### src/rtl/inv_serial_arbiter.sv
// Round-robin two-requester front end for the shared 1-bit inverter; optional INV_SEQ_PARALLEL_EN build.
// Latency: WIDTH cycles from acceptance to out_valid (1 cycle with INV_SEQ_PARALLEL_EN defined).
// Backpressure: result held in HOLD until out_ready; req*_ready low whenever a word is in flight.
module inv_serial_arbiter #(
    parameter int WIDTH = 8
) (
    input  logic             clk,
    input  logic             rst_n,
    input  logic             req0_valid,
    input  logic [WIDTH-1:0] req0_data,
    output logic             req0_ready,
    input  logic             req1_valid,
    input  logic [WIDTH-1:0] req1_data,
    output logic             req1_ready,
    output logic             out_valid,
    output logic [WIDTH-1:0] out_data,
    output logic             out_id,
    input  logic             out_ready,
    output logic             busy
);

    localparam int CW = $clog2(WIDTH + 1);

    typedef enum logic [1:0] {
        IDLE  = 2'd0,
        SHIFT = 2'd1,
        HOLD  = 2'd2
    } state_e;

    state_e           state_q, state_d;
    logic [WIDTH-1:0] shift_q, shift_d;
    logic [WIDTH-1:0] res_q, res_d;
    logic             id_q, id_d;
    logic             last_grant_q, last_grant_d;
    logic [CW-1:0]    cnt_q, cnt_d;

    logic             grant0, grant1;
    logic             accept;

    // On a tie the requester not served last wins; last_grant_q resets to 1.
    assign grant0 = req0_valid & (~req1_valid | last_grant_q);
    assign grant1 = req1_valid & (~req0_valid | ~last_grant_q);

    assign req0_ready = (state_q == IDLE) & grant0;
    assign req1_ready = (state_q == IDLE) & grant1;
    assign accept     = (req0_valid & req0_ready) | (req1_valid & req1_ready);

`ifdef INV_SEQ_PARALLEL_EN
    logic [WIDTH-1:0] par_inv;
    assign par_inv = ~shift_q;
`else
    logic inv_in, inv_out;
    assign inv_in  = shift_q[0];
    assign inv_out = ~inv_in;   // the single time-shared inverter cell
`endif

    always_comb begin
        state_d      = state_q;
        shift_d      = shift_q;
        res_d        = res_q;
        id_d         = id_q;
        last_grant_d = last_grant_q;
        cnt_d        = cnt_q;
        case (state_q)
            IDLE: begin
                if (accept) begin
                    shift_d      = req1_ready ? req1_data : req0_data;
                    id_d         = req1_ready;
                    last_grant_d = req1_ready;
                    cnt_d        = '0;
                    state_d      = SHIFT;
                end
            end
            SHIFT: begin
`ifdef INV_SEQ_PARALLEL_EN
                res_d   = par_inv;
                state_d = HOLD;
`else
                // Result fills from the MSB so the LSB-first stream lands in place.
                res_d            = res_q >> 1;
                res_d[WIDTH-1]   = inv_out;
                shift_d          = shift_q >> 1;
                cnt_d            = cnt_q + CW'(1);
                if (cnt_q == CW'(WIDTH - 1)) begin
                    state_d = HOLD;
                end
`endif
            end
            HOLD: begin
                if (out_ready) begin
                    state_d = IDLE;
                end
            end
            default: begin
                state_d = IDLE;
            end
        endcase
    end

    always_ff @(posedge clk or negedge rst_n) begin
        if (!rst_n) begin
            state_q      <= IDLE;
            shift_q      <= '0;
            res_q        <= '0;
            id_q         <= 1'b0;
            last_grant_q <= 1'b1;
            cnt_q        <= '0;
        end else begin
            state_q      <= state_d;
            shift_q      <= shift_d;
            res_q        <= res_d;
            id_q         <= id_d;
            last_grant_q <= last_grant_d;
            cnt_q        <= cnt_d;
        end
    end

    assign out_valid = (state_q == HOLD);
    assign out_data  = res_q;
    assign out_id    = id_q;
    assign busy      = (state_q != IDLE);

endmodule

### config.mk
export PLATFORM = sky130hd
export DESIGN_NAME = inv_serial_arbiter
export DESIGN_NICKNAME = d
export VERILOG_FILES = /design/src/rtl/inv_serial_arbiter.sv
export SDC_FILE = /design/constraint.sdc
export NUM_CORES = 1
export LEC_CHECK = 0
export ABC_AREA = 1
export BUFFER_PORTS_ARGS = -buffer_cell sky130_fd_sc_hd__clkbuf_2
export CAP_MARGIN = 20
export CORE_MARGIN = 2
export CORE_UTILIZATION = 45
export CTS_BUF_LIST = sky130_fd_sc_hd__clkbuf_4 sky130_fd_sc_hd__clkbuf_8
export CTS_CLUSTER_SIZE = 25
export DETAILED_ROUTE_END_ITERATION = 16
export PLACE_DENSITY = 0.73
export SETUP_SLACK_MARGIN = 0.15
export SYNTH_ARGS = -nofsm -noshare
export SYNTH_HDL_FRONTEND = slang
export SYNTH_SLANG_ARGS = --single-unit
### constraint.sdc
create_clock -name clk -period 1.1 [get_ports clk]
set_input_delay 0.11 -clock clk [delete_from_list [all_inputs] [get_ports clk]]
set_output_delay 0.11 -clock clk [all_outputs]
set_load 0.005 [all_outputs]
==> impl_metrics.toml, run 1 <==
[run]
cap_violations = 0

[logic_synthesis]
ys_top_cells_by_area = "dfrtp_1, nand2_1, nand3_1, o21ai_0, nand4_1"
synth_compound_area_frac = 0.0627
synth.distinct_cells = 20
synth_mux_area_frac = 0
yosys.area_share.simple = 0.348
seq_area_frac_synth = 0.503
synth_area_sq_um = 1200
synth_top_area_frac = 0.481
synthCells = 145
synth_xor_area_frac = 0
yosysTopAreaCell = "dfrtp_1"
syn_nets = 167
synth_top_family_by_area = "simple AND/OR/NAND/NOR gates"
synth-adder-area-share = 0.0104
synth_area_per_cell_sq_um = 8.26
yosys_warnings = 0
ys_seq_elements = 24

[detailed_routing]
num_vias = 1310
drtAntennaViolNets = 0
drt-initial-drc-count = 46
via_per_inst = 5.44
drt_drc_violations_left = 0
avgRoutedWirePerCell_microns = 15.0
drtPass1Iterations = 4
wirelength_microns = 3610

[clock_network]
cts_max_level = 1
clk_latency_ns = 0.33
cts-buffers-inserted = 3
cts_tree = "yes"
clkSinkCount = 24
clk_pin_slew_ns = 0.15
clk_path_buf_depth = 2
clock-root-buffer = "clkbuf_4"

[timing]
max_freq_ghz = 0.695
finalSetupTns_ns = -6.95
finalCritPeriodShare = 1.31
hold_viol = 0
setup_slack_ns = -0.339
finalMaxSlewViolations = 0
rsz0062_at_grt = "yes"
worst_pin_slew_ns = 0.594
fin_worst_skew_ns = 0.0176
relSlewSlack = 0.604
setup_viol = 28
post-route-min-period_ns = 1.44

[critical_path]
worst-path-max-fanout = 3
cp.arrival_ns = 1.33
start_kind = "flop"
critical_path_required_ns = 0.99
end_kind = "output pin"
r2r_cells = 8
worst-setup-path-type = "reg -> out"

[floorplanning]
fp.dieH_microns = 55.6
start_util = 0.479
core-area_sq_um = 2500
core.rowCount = 18
io-pin-count = 34
die_area_sq_um = 3090
die_width_microns = 55.6

[placed_design]
dp_slack_ns = -0.167
place_inst = 213
gp_congestion = 0.793
port_buffers = 33
dp.final_hpwl_microns = 1990

[power]
ir_drop_v = 0.00219
power_leakage_nw = 0.982
powerDensity_nw_per_um2 = 3120

[layout]
final_util = 0.757
n_antenna_cell = 0
final_cells = 241
drive_gt1_frac = 0.555
fill_cells = 154
syn_to_final_growth_pct = 58.1
nets = 234

[global_route]
grt_pass1_vias = 1188
grt_pass1_wl_microns = 5240
antenna_found_initial = 0
grt_max_degree = 25
grt_usage = 0.215
globalRoute.totalOverflow = 0

[outcome]
violations = "negative setup slack"
status = "complete, but fails checks"

[min_path]
holdCritPathClass = "in -> reg"
worstHoldPathCells = 3
==> registers in the layout, summed over array words and instances (netlist names) <==
signal        flops
shift_q           8
out_id            1
last_grant_q      1
out_data          8
cnt_q             4
state_q           2
==> final timing paths <==
check                              from     endpoint  slack [ns]
min in group asynchronous         rst_n  out_data[0]        0.28
max                          state_q[1]   req1_ready       -0.34
max reg2reg                  state_q[1]   shift_q[5]       -0.33
min                        req1_data[7]   shift_q[7]       0.009
min reg2reg                  shift_q[0]  out_data[7]        0.49
max in group asynchronous         rst_n   state_q[0]        0.40
==> final cells by class <==
| cell class | count | area, sq um | area share |
|---|---|---|---|
| multi-input combinational | 103 | 644 | 0.340 |
| clock inverter | 1 | 30.0 | 0.0159 |
| clock buffer | 3 | 22.5 | 0.0119 |
| tap | 30 | 37.5 | 0.0198 |
| timing repair inverter | 1 | 6.26 | 0.00330 |
| sequential | 24 | 603 | 0.319 |
| inverter | 12 | 70.1 | 0.0370 |
| timing repair buffer | 67 | 479 | 0.253 |
==> power by group <==
group,switching [mW],total [mW],internal [mW]
clock network,0.292,0.661,0.369
registers,0.274,1.59,1.31
logic,1.90,3.66,1.76
==> worst max-delay path: stages (launching register included) <==
cell	delay, ns
dfrtp_1	0.45
nor2_4	0.19
nand3_4	0.10
buf_6	0.13
inv_4	0.04
buf_6	0.08
==> per-layer routing <==
metal,vias to the layer above,share of wire,track usage
met3,10,0.056,0.0465
met5,-,0,0
met4,0,0.019,0.0732
met2,56,0.54,0.366
li1,609,-,-
met1,635,0.38,0.271
==> kinds of logic (layout without fill, tap and decap cells) <==
logic type | after synthesis | after routing
and+or+nand+nor | 86 | 87
DFF | 24 | 24
buffers and inverters | 19 | 84
AOI/OAI and AO/OA | 15 | 15
adders and majority gates | 1 | 1
==> what timing repair did <==
action | in CTS | in global routing
hold endpoints to repair | 23 | 0
setup buffers | 14 | 6
hold buffers | 1 | 0
gates resized for setup | 36 | 26
endpoints found under the setup margin | 36 | 37
cloned | 2 | 1
pin swaps | 9 | 5
==> cell usage after synthesis <==
| library cell | instances |
|---|---|
| a21oi_1 | 4 |
| buf_2 | 4 |
| buf_4 | 2 |
| buf_6 | 1 |
| dfrtp_1 | 23 |
| dfstp_2 | 1 |
| ha_1 | 1 |
| inv_1 | 11 |
| inv_2 | 1 |
| nand2_1 | 44 |
| nand2_2 | 2 |
| nand3_1 | 20 |
| nand3_2 | 2 |
| nand3_4 | 1 |
| nand4_1 | 7 |
| nor2_1 | 2 |
| nor2_2 | 1 |
| o21ai_0 | 10 |
| o21ai_1 | 1 |
| or2_2 | 7 |
==> placed cells by master, fill, tap and decap left out, types with 2 or more instances in the layout <==
| cell | instances |
|---|---|
| a21oi_1 | 2 |
| nand3_4 | 3 |
| a21oi_2 | 2 |
| nor2_4 | 2 |
| buf_6 | 11 |
| buf_2 | 4 |
| nand2_2 | 11 |
| nand3_1 | 13 |
| or2_2 | 6 |
| dfrtp_1 | 22 |
| o21ai_2 | 2 |
| clkbuf_4 | 3 |
| nand3_2 | 7 |
| nand2_4 | 2 |
| inv_1 | 6 |
| nand2_1 | 33 |
| nand4_1 | 7 |
| inv_6 | 2 |
| inv_4 | 2 |
| o21ai_1 | 8 |
| clkbuf_2 | 28 |
| inv_2 | 2 |
| buf_4 | 22 |
==> through the flow <==
step	cell area, sq um	hold slack (ns)	power, mW
global placement	1470	0.133	3.74
floorplan	1250	-0.186	3.20
finish	1890	0.00901	5.91
detailed placement	1470	0.139	3.83
global route	1890	0.0149	6.29
CTS	1770	0.00279	5.29
Power figures use the tool's default switching activity.
==> run 2: changes to the inputs <==
Settings changed: PLACE_DENSITY 0.73 to 0.72.
==> run 2 against run 1 <==
  * Largest cell class unchanged
  * Critical endpoint is now busy
  * Sequential cell count stayed put
  * Die area stayed put
  * The run still ends with negative setup slack left
  * Highest routed layer unchanged
  * Critical path type unchanged
  * Hold slack better by 0.0047 ns
  * Clock-buffer cell count is 1 higher
==> impl_metrics.toml, run 2 (same netlist as run 1, synthesis figures left out) <==
[outcome]
status = "complete, but fails checks"
violations = "negative setup slack"

[detailed_routing]
via_per_inst = 5.28
avgRoutedWirePerCell_microns = 14.6
drtPass1Iterations = 4
drtAntennaViolNets = 0
num_vias = 1273
wirelength_microns = 3510
drt-initial-drc-count = 48
drt_drc_violations_left = 0

[critical_path]
worst-path-max-fanout = 3
cpMostUsedCell = "buf_4"
critical_path_required_ns = 0.99
worst-setup-path-type = "reg -> out"
max_stage_delay_ns = 0.45
cp.arrival_ns = 1.30
worstPathCellList = "nor2_4, buf_4, buf_4, inv_1, clkbuf_2"
end_kind = "output pin"
cpMaxStageDelayCell = "dfrtp_2"
start_kind = "flop"

[timing]
holdWs_ns = 0.0137
max_freq_ghz = 0.707
finalCritPeriodShare = 1.29
worst_pin_slew_ns = 0.607
post-route-min-period_ns = 1.41
fin_worst_skew_ns = 0.00815
hold_viol = 0
setup_viol = 28
relSlewSlack = 0.596
rsz0062_at_grt = "yes"
finalMaxSlewViolations = 0
setup_slack_ns = -0.314

[min_path]
holdCritPathClass = "in -> reg"

[floorplanning]
io-pin-count = 34
core.rowCount = 18
fp.dieH_microns = 55.6
die_width_microns = 55.6
die_area_sq_um = 3090
core-area_sq_um = 2500
start_util = 0.479

[global_route]
antenna_found_initial = 0
grt_max_degree = 25
globalRoute.totalOverflow = 0
grt_pass1_wl_microns = 5170
grt_pass1_vias = 1199
grt_usage = 0.208

[clock_network]
clk_pin_slew_ns = 0.13
clkSinkCount = 24
cts_max_level = 1
clk_path_buf_depth = 2
cts-buffers-inserted = 3
clk_latency_ns = 0.32
clock-root-buffer = "clkbuf_4"
cts_tree = "yes"

[placed_design]
dp.final_hpwl_microns = 2060
gp_congestion = 0.826
place_inst = 216
port_buffers = 33

[run]
cap_violations = 0

[power]
finalPower_mw = 5.52
powerDensity_nw_per_um2 = 2960
power_leakage_nw = 0.989
ir_drop_v = 0.00235

[layout]
fill_cells = 170
final_util = 0.747
final_cells = 241
final_cell_mix = "nand2_1, clkbuf_2, dfrtp_1, buf_4, buf_6"
nets = 234
drive_gt1_frac = 0.550
n_antenna_cell = 0
final_common_cell = "nand2_1"
syn_to_final_growth_pct = 56.0
[run 2: through the flow]
step	setup slack [ns]	area (sq um)	TNS, ns
2_1_floorplan	-0.0702	1250	-0.790
3_3_place_gp	-0.154	1490	-1.70
3_5_place_dp	-0.208	1490	-2.67
4_1_cts	-0.310	1680	-4.89
5_1_grt	-0.370	1870	-6.99
6_report	-0.314	1870	-5.52
[run 2: final timing paths]
check                              from          end  slack (ns)  cells after the start
max in group asynchronous         rst_n   state_q[0]        0.36                      2
min reg2reg                  shift_q[0]  out_data[7]        0.46                      1
max reg2reg                last_grant_q   shift_q[2]       -0.31                      7
min                        req1_data[7]   shift_q[7]        0.01                      3
min in group asynchronous         rst_n   state_q[1]        0.31                      2
max                          state_q[0]         busy       -0.31                      5
[run 2: per-layer routing]
| metal | routed length [microns] | track usage |
|---|---|---|
| met3 | 136 | 0.0442 |
| met1 | 1440 | 0.270 |
| met2 | 1890 | 0.349 |
| met5 | 0 | 0 |
| met4 | 46 | 0.0627 |
[run 2: final cells by class]
type / instances / area (sq um) / area share
inverter: 12 / 52.6 / 0.0281
multi-input combinational: 103 / 657 / 0.352
sequential: 24 / 603 / 0.323
clock buffer: 4 / 36.3 / 0.0194
timing repair buffer: 68 / 482 / 0.258
tap: 30 / 37.5 / 0.0201
[run 2: power by group]
group          switching (mW)  leakage, nW  internal, mW  total, mW
registers               0.259        0.297          1.31       1.57
clock network           0.262       0.0210         0.202      0.464
logic                    1.83        0.672          1.65       3.49
[run 2: repair_timing]
action | CTS | global route
buffers inserted | 11 | 8
resized for setup | 16 | 32
hold endpoints to repair | 23 | 0
endpoints found under the setup margin | 34 | 37
hold buffers | 1 | 0
gates cloned | 1 | 0
pin swaps | 7 | 8
[run 2: critical path: cells and delay by family, from the launching register on]
kind / cells / cell delay [ns]
flip-flops: 1 / 0.45
AND/OR/NAND/NOR: 1 / 0.17
buffers and inverters: 4 / 0.37
==> run 3: changes to the inputs <==
Settings changed: ABC_AREA 1 to default, PLACE_DENSITY 0.72 to 0.73.
==> run 3 against run 2 <==
  * The flow still finishes with violations (negative setup slack)
  * Global-route usage grew 0.13 points
  * Sequential share of layout area grew 1.8 points
  * Clock skew shrank 0.0028 ns
  * Non-clock buffer count grew 2
  * Combinational power shrank 42%
  * Hold slack gained 0.0027 ns
  * Critical path type is now reg -> reg
  * Critical endpoint is now shift_q[6]
  * Highest routed layer unchanged
==> impl_metrics.toml, run 3 <==
[power]
powerDensity_nw_per_um2 = 2360
ir_drop_v = 0.00167
power_leakage_nw = 0.895

[global_route]
globalRoute.totalOverflow = 0
grt_usage = 0.209
grt_pass1_wl_microns = 4420
antenna_found_initial = 0
grt_max_degree = 25
grt_pass1_vias = 1062

[logic_synthesis]
ys_seq_elements = 24
synthArstFlopShare = 1.00
ys_top_cells_by_area = "dfrtp_1, nand2_1, a221oi_2, o22ai_1, a21oi_1"
ys.flop_type = "dfrtp_1"
synth_most_common_cell = "nand2_1"
synth_area_sq_um = 1140
seq_area_frac_synth = 0.526
synth_area_per_cell_sq_um = 9.70
synth-edff-count = 0
yosysTopAreaCell = "dfrtp_1"
synthCells = 118
synth_top_area_frac = 0.503
synth_commonest_cells = "nand2_1, dfrtp_1, a21oi_1, o22ai_1, a221oi_2"
synth.distinct_cells = 30
yosys_warnings = 0
syn_nets = 140

[critical_path]
r2r-end = "shift_q[6]"
worst-path-max-fanout = 6
max_stage_delay_ns = 0.44
worst-setup-path-type = "reg -> reg"
worstReg2RegStart = "state_q[0]"
start_kind = "flop"
worstPathCellList = "nor3_1, or2_1, buf_4, a221oi_2, a21oi_1"
cpMaxStageDelayCell = "dfrtp_1"
cp.arrival_ns = 1.64
end_kind = "flop"
critical_path_required_ns = 1.34
r2r_cells = 5
r2r_setup_slack_ns = -0.29

[clock_network]
cts_tree = "yes"
cts-buffers-inserted = 3
cts_max_level = 1
clock-root-buffer = "clkbuf_4"
clk_latency_ns = 0.31
clk_pin_slew_ns = 0.13
clkSinkCount = 24
clk_path_buf_depth = 2

[min_path]
hold_end = "shift_q[6]"
min_from = "req0_data[6]"
worstHoldPathCells = 3
holdCritPathClass = "in -> reg"

[layout]
final_cell_mix = "nand2_1, clkbuf_2, buf_4"
fill_cells = 188
drive_gt1_frac = 0.471
syn_to_final_growth_pct = 54.2
multi_input_comb_area_sq_um = 551
regArea_sq_um = 602
n_antenna_cell = 0
final_common_cell = "nand2_1"
nets = 210

[detailed_routing]
drt_drc_violations_left = 0
wirelength_microns = 2830
drt-initial-drc-count = 10
num_vias = 1125
via_per_inst = 5.18
avgRoutedWirePerCell_microns = 13.0
drtAntennaViolNets = 0
drtPass1Iterations = 4

[outcome]
status = "complete, but fails checks"
violations = "negative setup slack"

[timing]
setup_viol = 27
finalMaxSlewViolations = 0
fin_worst_skew_ns = 0.00533
rsz0062_at_grt = "yes"
relSlewSlack = 0.614
hold_viol = 0
max_freq_ghz = 0.718
holdWs_ns = 0.0164
finalCritPeriodShare = 1.27
worst_pin_slew_ns = 0.579
post-route-min-period_ns = 1.39
setup_slack_ns = -0.293

[floorplanning]
fp.dieH_microns = 54.4
start_util = 0.466
core.rowCount = 18
die_area_sq_um = 2960
io-pin-count = 34
die_width_microns = 54.4
core-area_sq_um = 2450

[placed_design]
dp.final_hpwl_microns = 1890
dp_slack_ns = -0.255
port_buffers = 33
gp_congestion = 0.702

[run]
cap_violations = 0
[run 3: final cells by class]
cell class | count | area share
Clock buffer | 3 | 0.0128
Tap cell | 30 | 0.0213
Inverter | 5 | 0.0177
Multi-Input combinational cell | 84 | 0.312
Clock inverter | 1 | 0.0170
Timing Repair Buffer | 70 | 0.279
Sequential cell | 24 | 0.341
[run 3: metrics by stage]
step	instances	TNS, ns	power [mW]	utilization	instance area [sq um]
3_3_place_gp	188	-1.45	2.98	0.577	1420
6_report	217	-5.36	4.16	0.719	1770
5_1_grt	217	-7.24	4.51	0.719	1770
4_1_cts	213	-4.33	4.08	0.695	1710
3_5_place_dp	188	-2.12	3.10	0.577	1420
2_1_floorplan	118	-1.13	2.56	-	1170
[run 3: worst max-delay path: cells and delay by family (launching register included)]
family	cells	cell delay, ns
AO/OA/AOI/OAI	2	0.20
buffers and inverters	1	0.17
flip-flops	1	0.44
AND/OR/NAND/NOR	2	0.52
[run 3: logic make-up (layout without fill, tap and decap cells)]
| family | count (synthesis) | in the layout | synth area share |
|---|---|---|---|
| compound gates | 31 | 31 | 0.207 |
| fa+ha+maj | 1 | 1 | 0.0109 |
| simple gates | 52 | 52 | 0.203 |
| flops | 24 | 24 | 0.526 |
| buf+inv | 10 | 79 | 0.0536 |
[run 3: routing by layer]
layer  part of all wire  track usage  vias up
li1                   -            -      552
met3              0.037       0.0355        6
met4              0.016       0.0833        0
met1               0.43        0.246      534
met2               0.52        0.376       33
met5                  0            0        -
[run 3: how the worst max path moves through the flow]
stage	endpoint	slack, ns	start
after floorplan	cnt_q[3]	-0.14	state_q[0]
after global placement	shift_q[5]	-0.15	state_q[0]
after global routing	shift_q[5]	-0.40	state_q[0]
after CTS	req1_ready	-0.28	state_q[0]
final	shift_q[6]	-0.29	state_q[0]
after detailed placement	shift_q[6]	-0.25	state_q[0]
[run 3: timing repair]
action,in CTS,in global routing
hold buffers,7,1
gates resized for setup,13,12
buffers inserted,14,3
pin swaps,8,6
setup endpoints to repair,35,37
hold endpoints to repair,29,1
[run 3: power breakdown]
part	internal (mW)	leakage, nW	switching (mW)	total (mW)
clock	0.368	0.0279	0.265	0.633
combinational	1.12	0.573	0.912	2.03
sequential	1.25	0.294	0.251	1.50
total	2.73	0.895	1.43	4.16
